### src/rtl/stage_exe_pipe.sv
// ============================================================================
// stage_exe_pipe : flow-controlled execute stage with a single-cycle ALU and an
// optional radix-2 iterative multiplier (define STAGE_EXE_PIPE_MUL_EN).
// Revision: 1.0
// ============================================================================
`default_nettype none

module stage_exe_pipe #(
    parameter int unsigned WIDTH  = 32,
    parameter int unsigned OP_LSB = 7,
    parameter logic [4:0]  MUL_OP = 5'h1F
) (
    input  logic             clk,
    input  logic             rst,
    input  logic             flush,
    input  logic             in_valid,
    output logic             in_ready,
    input  logic [WIDTH-1:0] instruction_in,
    input  logic [WIDTH-1:0] register_a_value,
    input  logic [WIDTH-1:0] register_b_value,
    output logic             out_valid,
    input  logic             out_ready,
    output logic [WIDTH-1:0] instruction_out,
    output logic [WIDTH-1:0] alu_result,
    output logic [WIDTH-1:0] register_a_value_exe_out,
    output logic [WIDTH-1:0] register_b_value_exe_out,
    output logic             busy
);

    localparam int unsigned SHW = $clog2(WIDTH);
    localparam int unsigned CW  = $clog2(WIDTH + 1);

    typedef enum logic [3:0] {
        A_ADD, A_SUB, A_AND, A_OR, A_XOR, A_SLL, A_SRL, A_SRA, A_SLT, A_SLTU, A_ZERO
    } alu_ctrl_t;

    logic [4:0]       w_op;
    alu_ctrl_t        w_ctrl;
    logic [WIDTH-1:0] w_alu_y;
    logic [SHW-1:0]   w_shamt;
    logic             w_out_free;
    logic             w_idle;
    logic             w_accept;
    logic             w_is_mul;
    logic             w_mul_wr;
    logic [WIDTH-1:0] w_mul_result;
    logic [WIDTH-1:0] w_mul_instr;
    logic [WIDTH-1:0] w_mul_a;
    logic [WIDTH-1:0] w_mul_b;

    logic             r_out_valid;
    logic [WIDTH-1:0] r_instr_out;
    logic [WIDTH-1:0] r_result;
    logic [WIDTH-1:0] r_a_out;
    logic [WIDTH-1:0] r_b_out;

    assign w_op       = instruction_in[OP_LSB +: 5];
    assign w_shamt    = register_b_value[SHW-1:0];
    assign w_out_free = !r_out_valid || out_ready;
    assign in_ready   = w_idle && w_out_free && !flush;
    assign w_accept   = in_valid && in_ready;

    // alu_control: instruction op field to ALU function; unknown codes yield zero
    always_comb begin
        w_ctrl = A_ZERO;
        case (w_op)
            5'd0:    w_ctrl = A_ADD;
            5'd1:    w_ctrl = A_SUB;
            5'd2:    w_ctrl = A_AND;
            5'd3:    w_ctrl = A_OR;
            5'd4:    w_ctrl = A_XOR;
            5'd5:    w_ctrl = A_SLL;
            5'd6:    w_ctrl = A_SRL;
            5'd7:    w_ctrl = A_SRA;
            5'd8:    w_ctrl = A_SLT;
            5'd9:    w_ctrl = A_SLTU;
            default: w_ctrl = A_ZERO;
        endcase
    end

    always_comb begin
        w_alu_y = '0;
        case (w_ctrl)
            A_ADD:   w_alu_y = register_a_value + register_b_value;
            A_SUB:   w_alu_y = register_a_value - register_b_value;
            A_AND:   w_alu_y = register_a_value & register_b_value;
            A_OR:    w_alu_y = register_a_value | register_b_value;
            A_XOR:   w_alu_y = register_a_value ^ register_b_value;
            A_SLL:   w_alu_y = register_a_value << w_shamt;
            A_SRL:   w_alu_y = register_a_value >> w_shamt;
            A_SRA:   w_alu_y = $unsigned($signed(register_a_value) >>> w_shamt);
            A_SLT:   w_alu_y = {{(WIDTH-1){1'b0}},
                                $signed(register_a_value) < $signed(register_b_value)};
            A_SLTU:  w_alu_y = {{(WIDTH-1){1'b0}}, register_a_value < register_b_value};
            default: w_alu_y = '0;
        endcase
    end

`ifdef STAGE_EXE_PIPE_MUL_EN
    typedef enum logic [1:0] {
        S_IDLE     = 2'd0,
        S_MUL_BUSY = 2'd1,
        S_MUL_DONE = 2'd2
    } state_t;

    state_t           r_state;
    logic [CW-1:0]    r_count;
    logic [WIDTH-1:0] r_mul_instr;
    logic [WIDTH-1:0] r_mul_a;
    logic [WIDTH-1:0] r_mul_b;
    logic [WIDTH-1:0] r_mcand;
    logic [WIDTH-1:0] r_mplier;
    logic [WIDTH-1:0] r_acc;
    logic [WIDTH-1:0] w_acc_next;

    assign w_is_mul     = (w_op == MUL_OP);
    assign w_idle       = (r_state == S_IDLE);
    assign busy         = !w_idle;
    assign w_acc_next   = r_acc + (r_mplier[0] ? r_mcand : '0);
    assign w_mul_wr     = ((r_state == S_MUL_BUSY && r_count == CW'(1)) ||
                           r_state == S_MUL_DONE) && w_out_free;
    // The final step's sum is not in r_acc yet, so forward it when writing directly
    assign w_mul_result = (r_state == S_MUL_DONE) ? r_acc : w_acc_next;
    assign w_mul_instr  = r_mul_instr;
    assign w_mul_a      = r_mul_a;
    assign w_mul_b      = r_mul_b;

    always_ff @(posedge clk or negedge rst) begin
        if (!rst) begin
            r_state     <= S_IDLE;
            r_count     <= '0;
            r_mul_instr <= '0;
            r_mul_a     <= '0;
            r_mul_b     <= '0;
            r_mcand     <= '0;
            r_mplier    <= '0;
            r_acc       <= '0;
        end else if (flush) begin
            r_state <= S_IDLE;
            r_count <= '0;
        end else begin
            case (r_state)
                S_IDLE: begin
                    if (w_accept && w_is_mul) begin
                        r_mul_instr <= instruction_in;
                        r_mul_a     <= register_a_value;
                        r_mul_b     <= register_b_value;
                        r_mcand     <= register_a_value;
                        r_mplier    <= register_b_value;
                        r_acc       <= '0;
                        r_count     <= CW'(WIDTH);
                        r_state     <= S_MUL_BUSY;
                    end
                end
                S_MUL_BUSY: begin
                    r_acc    <= w_acc_next;
                    r_mcand  <= r_mcand << 1;
                    r_mplier <= r_mplier >> 1;
                    r_count  <= r_count - CW'(1);
                    if (r_count == CW'(1)) begin
                        r_state <= w_out_free ? S_IDLE : S_MUL_DONE;
                    end
                end
                S_MUL_DONE: begin
                    if (w_out_free) begin
                        r_state <= S_IDLE;
                    end
                end
                default: r_state <= S_IDLE;
            endcase
        end
    end
`else
    assign w_is_mul     = 1'b0;
    assign w_idle       = 1'b1;
    assign busy         = 1'b0;
    assign w_mul_wr     = 1'b0;
    assign w_mul_result = '0;
    assign w_mul_instr  = '0;
    assign w_mul_a      = '0;
    assign w_mul_b      = '0;
`endif

    always_ff @(posedge clk or negedge rst) begin
        if (!rst) begin
            r_out_valid <= 1'b0;
            r_instr_out <= '0;
            r_result    <= '0;
            r_a_out     <= '0;
            r_b_out     <= '0;
        end else if (flush) begin
            r_out_valid <= 1'b0;
        end else if (w_accept && !w_is_mul) begin
            r_out_valid <= 1'b1;
            r_instr_out <= instruction_in;
            r_result    <= w_alu_y;
            r_a_out     <= register_a_value;
            r_b_out     <= register_b_value;
        end else if (w_mul_wr) begin
            r_out_valid <= 1'b1;
            r_instr_out <= w_mul_instr;
            r_result    <= w_mul_result;
            r_a_out     <= w_mul_a;
            r_b_out     <= w_mul_b;
        end else if (out_ready) begin
            r_out_valid <= 1'b0;
        end
    end

    assign out_valid                = r_out_valid;
    assign instruction_out          = r_instr_out;
    assign alu_result               = r_result;
    assign register_a_value_exe_out = r_a_out;
    assign register_b_value_exe_out = r_b_out;

endmodule

`default_nettype wire

### config.mk
export PLATFORM = sky130hd
export DESIGN_NAME = stage_exe_pipe
export DESIGN_NICKNAME = d
export VERILOG_FILES = /design/src/rtl/stage_exe_pipe.sv
export SDC_FILE = /design/constraint.sdc
export NUM_CORES = 1
export LEC_CHECK = 0
export CAP_MARGIN = 15
export CORE_ASPECT_RATIO = 1.5
export CORE_MARGIN = 2
export CORE_UTILIZATION = 35
export DETAILED_ROUTE_END_ITERATION = 8
export GPL_TIMING_DRIVEN = 0
export PLACE_DENSITY = 0.54
export SYNTH_ARGS = -nofsm -noshare
export SYNTH_HDL_FRONTEND = slang
export SYNTH_SLANG_ARGS = --single-unit
### constraint.sdc
create_clock -name clk -period 4.04 [get_ports clk]
set_input_delay 0.808 -clock clk [delete_from_list [all_inputs] [get_ports clk]]
set_output_delay 0.808 -clock clk [all_outputs]
set_load 0.005 [all_outputs]
==> impl_metrics.py <==
metrics = {
    "status": {
        "status": "finished, violations left",
        "violations": "negative setup slack",
    },
    "critical_path": {
        "end_kind": "flop",
        "rrSetupSlack_ns": 0.33,
        "critPathLaunchType": "input port",
        "path_common_cell": "clkbuf_2",
        "critPathMaxStageDelay_ns": 0.63,
        "critPathRequiredTime_ns": 4.40,
        "critPathSlowestCell": "clkbuf_1",
        "critical_path_class": "in2reg",
        "cp.arrival_ns": 4.50,
        "path_cells": "clkdlybuf4s50_1 > clkbuf_1 > nand3_1 > clkbuf_2 > clkbuf_2 > o211ai_1 > a221oi_1 > a31oi_1",
        "cp_max_fo": 10,
    },
    "sta": {
        "fmax_ghz": 0.2417,
        "slew_viol_final": 0,
        "rsz0062_at_grt": "false",
        "period_needed_ns": 4.137,
        "setup_tns_ns": -0.1380,
        "finalHoldViolCount": 0,
        "relSlewSlack_pct": 21.34,
        "timing.final.crit_share_pct": 102.4,
        "tightest_slew_ns": 1.168,
        "setup_violations": 4,
        "fin_skew_ns": 0.01210,
        "fin_ws_ns": -0.09692,
    },
    "cells_and_area": {
        "fillerInstances": 3918,
        "syn_to_final_growth_pct": 30.78,
        "nets": 2263,
        "layout-drive-gt1-share_pct": 11.82,
    },
    "synthesis": {
        "synth_edf_count": 0,
        "synth_mux_area_share_pct": 11.52,
        "synth_ff_type": "dfrtp_1",
        "synth.yosys.seq_area_share_pct": 23.82,
        "synth_most_common_cell": "nand2_1",
        "synth_area_um2": 13550,
        "synth_top_family_by_area": "compound AO/OA/AOI/OAI gates",
        "yosysWarnings": 0,
        "yosysUniqueCellTypes": 89,
        "synth_top_area_share_pct": 23.82,
        "yosys.area.top_type": "dfrtp_1",
        "synth_cells": 1788,
        "syn_area_per_cell_um2": 7.578,
        "synth_area_leaders": "dfrtp_1, ha_1, nand2_1, o21ai_0, a21oi_1",
        "netlist_top_cells_count": "nand2_1, o21ai_0, a21oi_1, nor2_1, dfrtp_1",
        "synth_adder_area_share_pct": 9.438,
        "synth-compound-area-share_pct": 27.45,
        "synthArstFlopShare_pct": 100.0,
        "ys_ff_latch": 129,
        "synth-xor-area-share_pct": 1.357,
        "synthesis.nets": 1990,
        "yosys.area_share.simple_pct": 19.31,
    },
    "min_path": {
        "hold_path.class": "in2async",
    },
    "placed_design": {
        "place_ws_ns": -2.041,
        "place.gp.congestion": 1.075,
        "dp_hpwl_um": 64980,
        "portBuffers": 229,
    },
    "pwr": {
        "power_mw": 5.553,
        "pwr_density_cell_nw_per_um2": 313.4,
        "ir_drop_uv": 207.3,
        "leakage_nw": 7.551,
    },
    "clocking": {
        "clock_latency_ns": 0.46,
        "cts_max_path_buffers": 2,
        "cts_sinks": 129,
        "htree_levels": 4,
        "cts_root_buf": "clkbuf_16",
        "clk_pin_slew_ns": 0.06,
        "numCtsBuffers": 17,
        "cts_tree": "built",
    },
    "die": {
        "die_w_um": 164.7,
        "die_y_um": 245.0,
        "coreArea_um2": 38320,
        "boundaryPins": 232,
        "start_util_pct": 35.36,
        "die_area_um2": 40330,
        "floorplan.rows": 88,
    },
    "route": {
        "initialDrtViolationCount": 1720,
        "drc": 0,
        "routed_wl_um": 83610,
        "ant_nets": 0,
        "routed_via_density": 6.343,
        "vias": 16301,
        "wire_per_inst_um": 32.53,
        "dr.pass1.iters": 6,
    },
    "grt": {
        "grt_pass1_wl_um": 116500,
        "grt_pass1_vias": 16195,
        "grt_max_degree": 93,
        "antenna_found_initial": 2,
        "gr-total-overflow": 0,
        "grt_util_all_layers_pct": 41.21,
    },
    "run": {
        "max-cap-violations": 0,
    },
}
==> per-layer routing <==
metal  vias up  routed length, um  share of wire [%]  GRT usage, %
li1       6989                  -                  -             -
met1      7858              29280                 35         45.61
met2      1098              38730                 46         67.78
met3       354               7267                8.7         8.516
met4         2               8313                9.9         33.17
met5         -                 11              0.013             0
==> path summary, 6_finish.rpt <==
check / startpoint / to / depth (start not counted)
min in group clk: instruction_out[27]$_DFFE_PN0P_ / instruction_out[27]$_DFFE_PN0P_ / 2
worst min-delay path: rst / instruction_out[3]$_DFFE_PN0P_ / 1
worst min register to register: instruction_out[27]$_DFFE_PN0P_ / instruction_out[27]$_DFFE_PN0P_ / 2
worst max register to register: out_valid$_DFFE_PN0P_ / alu_result[23]$_DFFE_PN0P_ / 8
worst max-delay path: instruction_in[7] / alu_result[23]$_DFFE_PN0P_ / 8
max in group asynchronous: rst / register_b_value_exe_out[3]$_DFFE_PN0P_ / 2
==> flip-flops by register name (all words and copies together) (netlist names) <==
signal,count
alu_result,32
register_b_value_exe_out,32
register_a_value_exe_out,32
out_valid,1
instruction_out,32
==> stage by stage <==
step	std cells	hold WS [ns]	cell area, um2	util [%]
floorplan	1788	0.4697	13550	-
global placement	2512	0.4589	16460	42.96
detailed placement	2516	0.4627	16510	43.09
CTS	2566	0.2563	17580	45.88
global route	2568	0.2759	17710	46.23
finish	2570	0.2584	17720	46.24
==> final cells by class <==
| type | count | area (um2) | share of cell area [%] |
|---|---|---|---|
| Clock inverter | 13 | 151.4 | 0.8544 |
| Clock buffer | 18 | 429.2 | 2.422 |
| Sequential cell | 129 | 3228 | 18.22 |
| Buffer | 133 | 719.4 | 4.060 |
| Inverter | 96 | 376.6 | 2.125 |
| Multi-Input combinational cell | 1430 | 9687 | 54.67 |
| Timing Repair Buffer | 254 | 2504 | 14.13 |
| Tap cell | 495 | 619.3 | 3.495 |
| Antenna cell | 2 | 5.005 | 0.02824 |
==> cell usage in the layout (no fill, tap or decap), types with 11 or more instances in the layout <==
cell	netlist	layout
a221oi_1	19	15
clkbuf_16	0	17
mux2i_1	58	56
clkbuf_1	80	60
buf_2	24	20
a211oi_1	15	14
a21oi_1	160	154
inv_1	89	86
nor4_1	16	15
clkdlybuf4s50_1	0	206
buf_1	13	12
mux4_2	34	34
mux2_2	17	17
o21ai_0	183	176
a31oi_1	31	29
nor3_1	35	32
a22oi_1	14	13
nand3_1	29	28
nor2_1	160	156
xnor2_1	18	18
o221ai_1	12	11
o211ai_1	33	33
a21o_1	17	17
ha_1	99	96
dfrtp_1	129	129
clkbuf_2	1	18
and3_1	13	13
nand2_1	294	293
o21bai_1	17	17
buf_4	12	33
==> worst max-delay path: cells and delay by family <==
kind	cells	cell delay (ns)
buf+inv	4	2.18
simple gates	1	0.53
compound gates	3	0.97
==> kinds of logic (layout without fill, tap and decap cells) <==
logic type	count (synthesis)	after routing
fa+ha+maj	101	101
mux	110	110
flops	129	129
compound gates	590	590
other cells	1	3
xor+xnor	21	21
buf+inv	229	514
simple gates	607	607
==> repair_timing <==
action | in CTS | in global routing
setup buffers | 19 | 2
hold buffers | 0 | 0
gates resized for setup | 109 | 48
cloned | 0 | 0
pin swaps | 13 | 8
setup endpoints to repair | 49 | 21
==> where the power goes <==
part / total [mW] / switching, mW / internal (mW)
Clock: 1.65 / 0.728 / 0.919
Combinational: 2.33 / 1.39 / 0.940
Sequential: 1.58 / 0.104 / 1.47
Note: power is estimated with default switching activity, not from simulation.
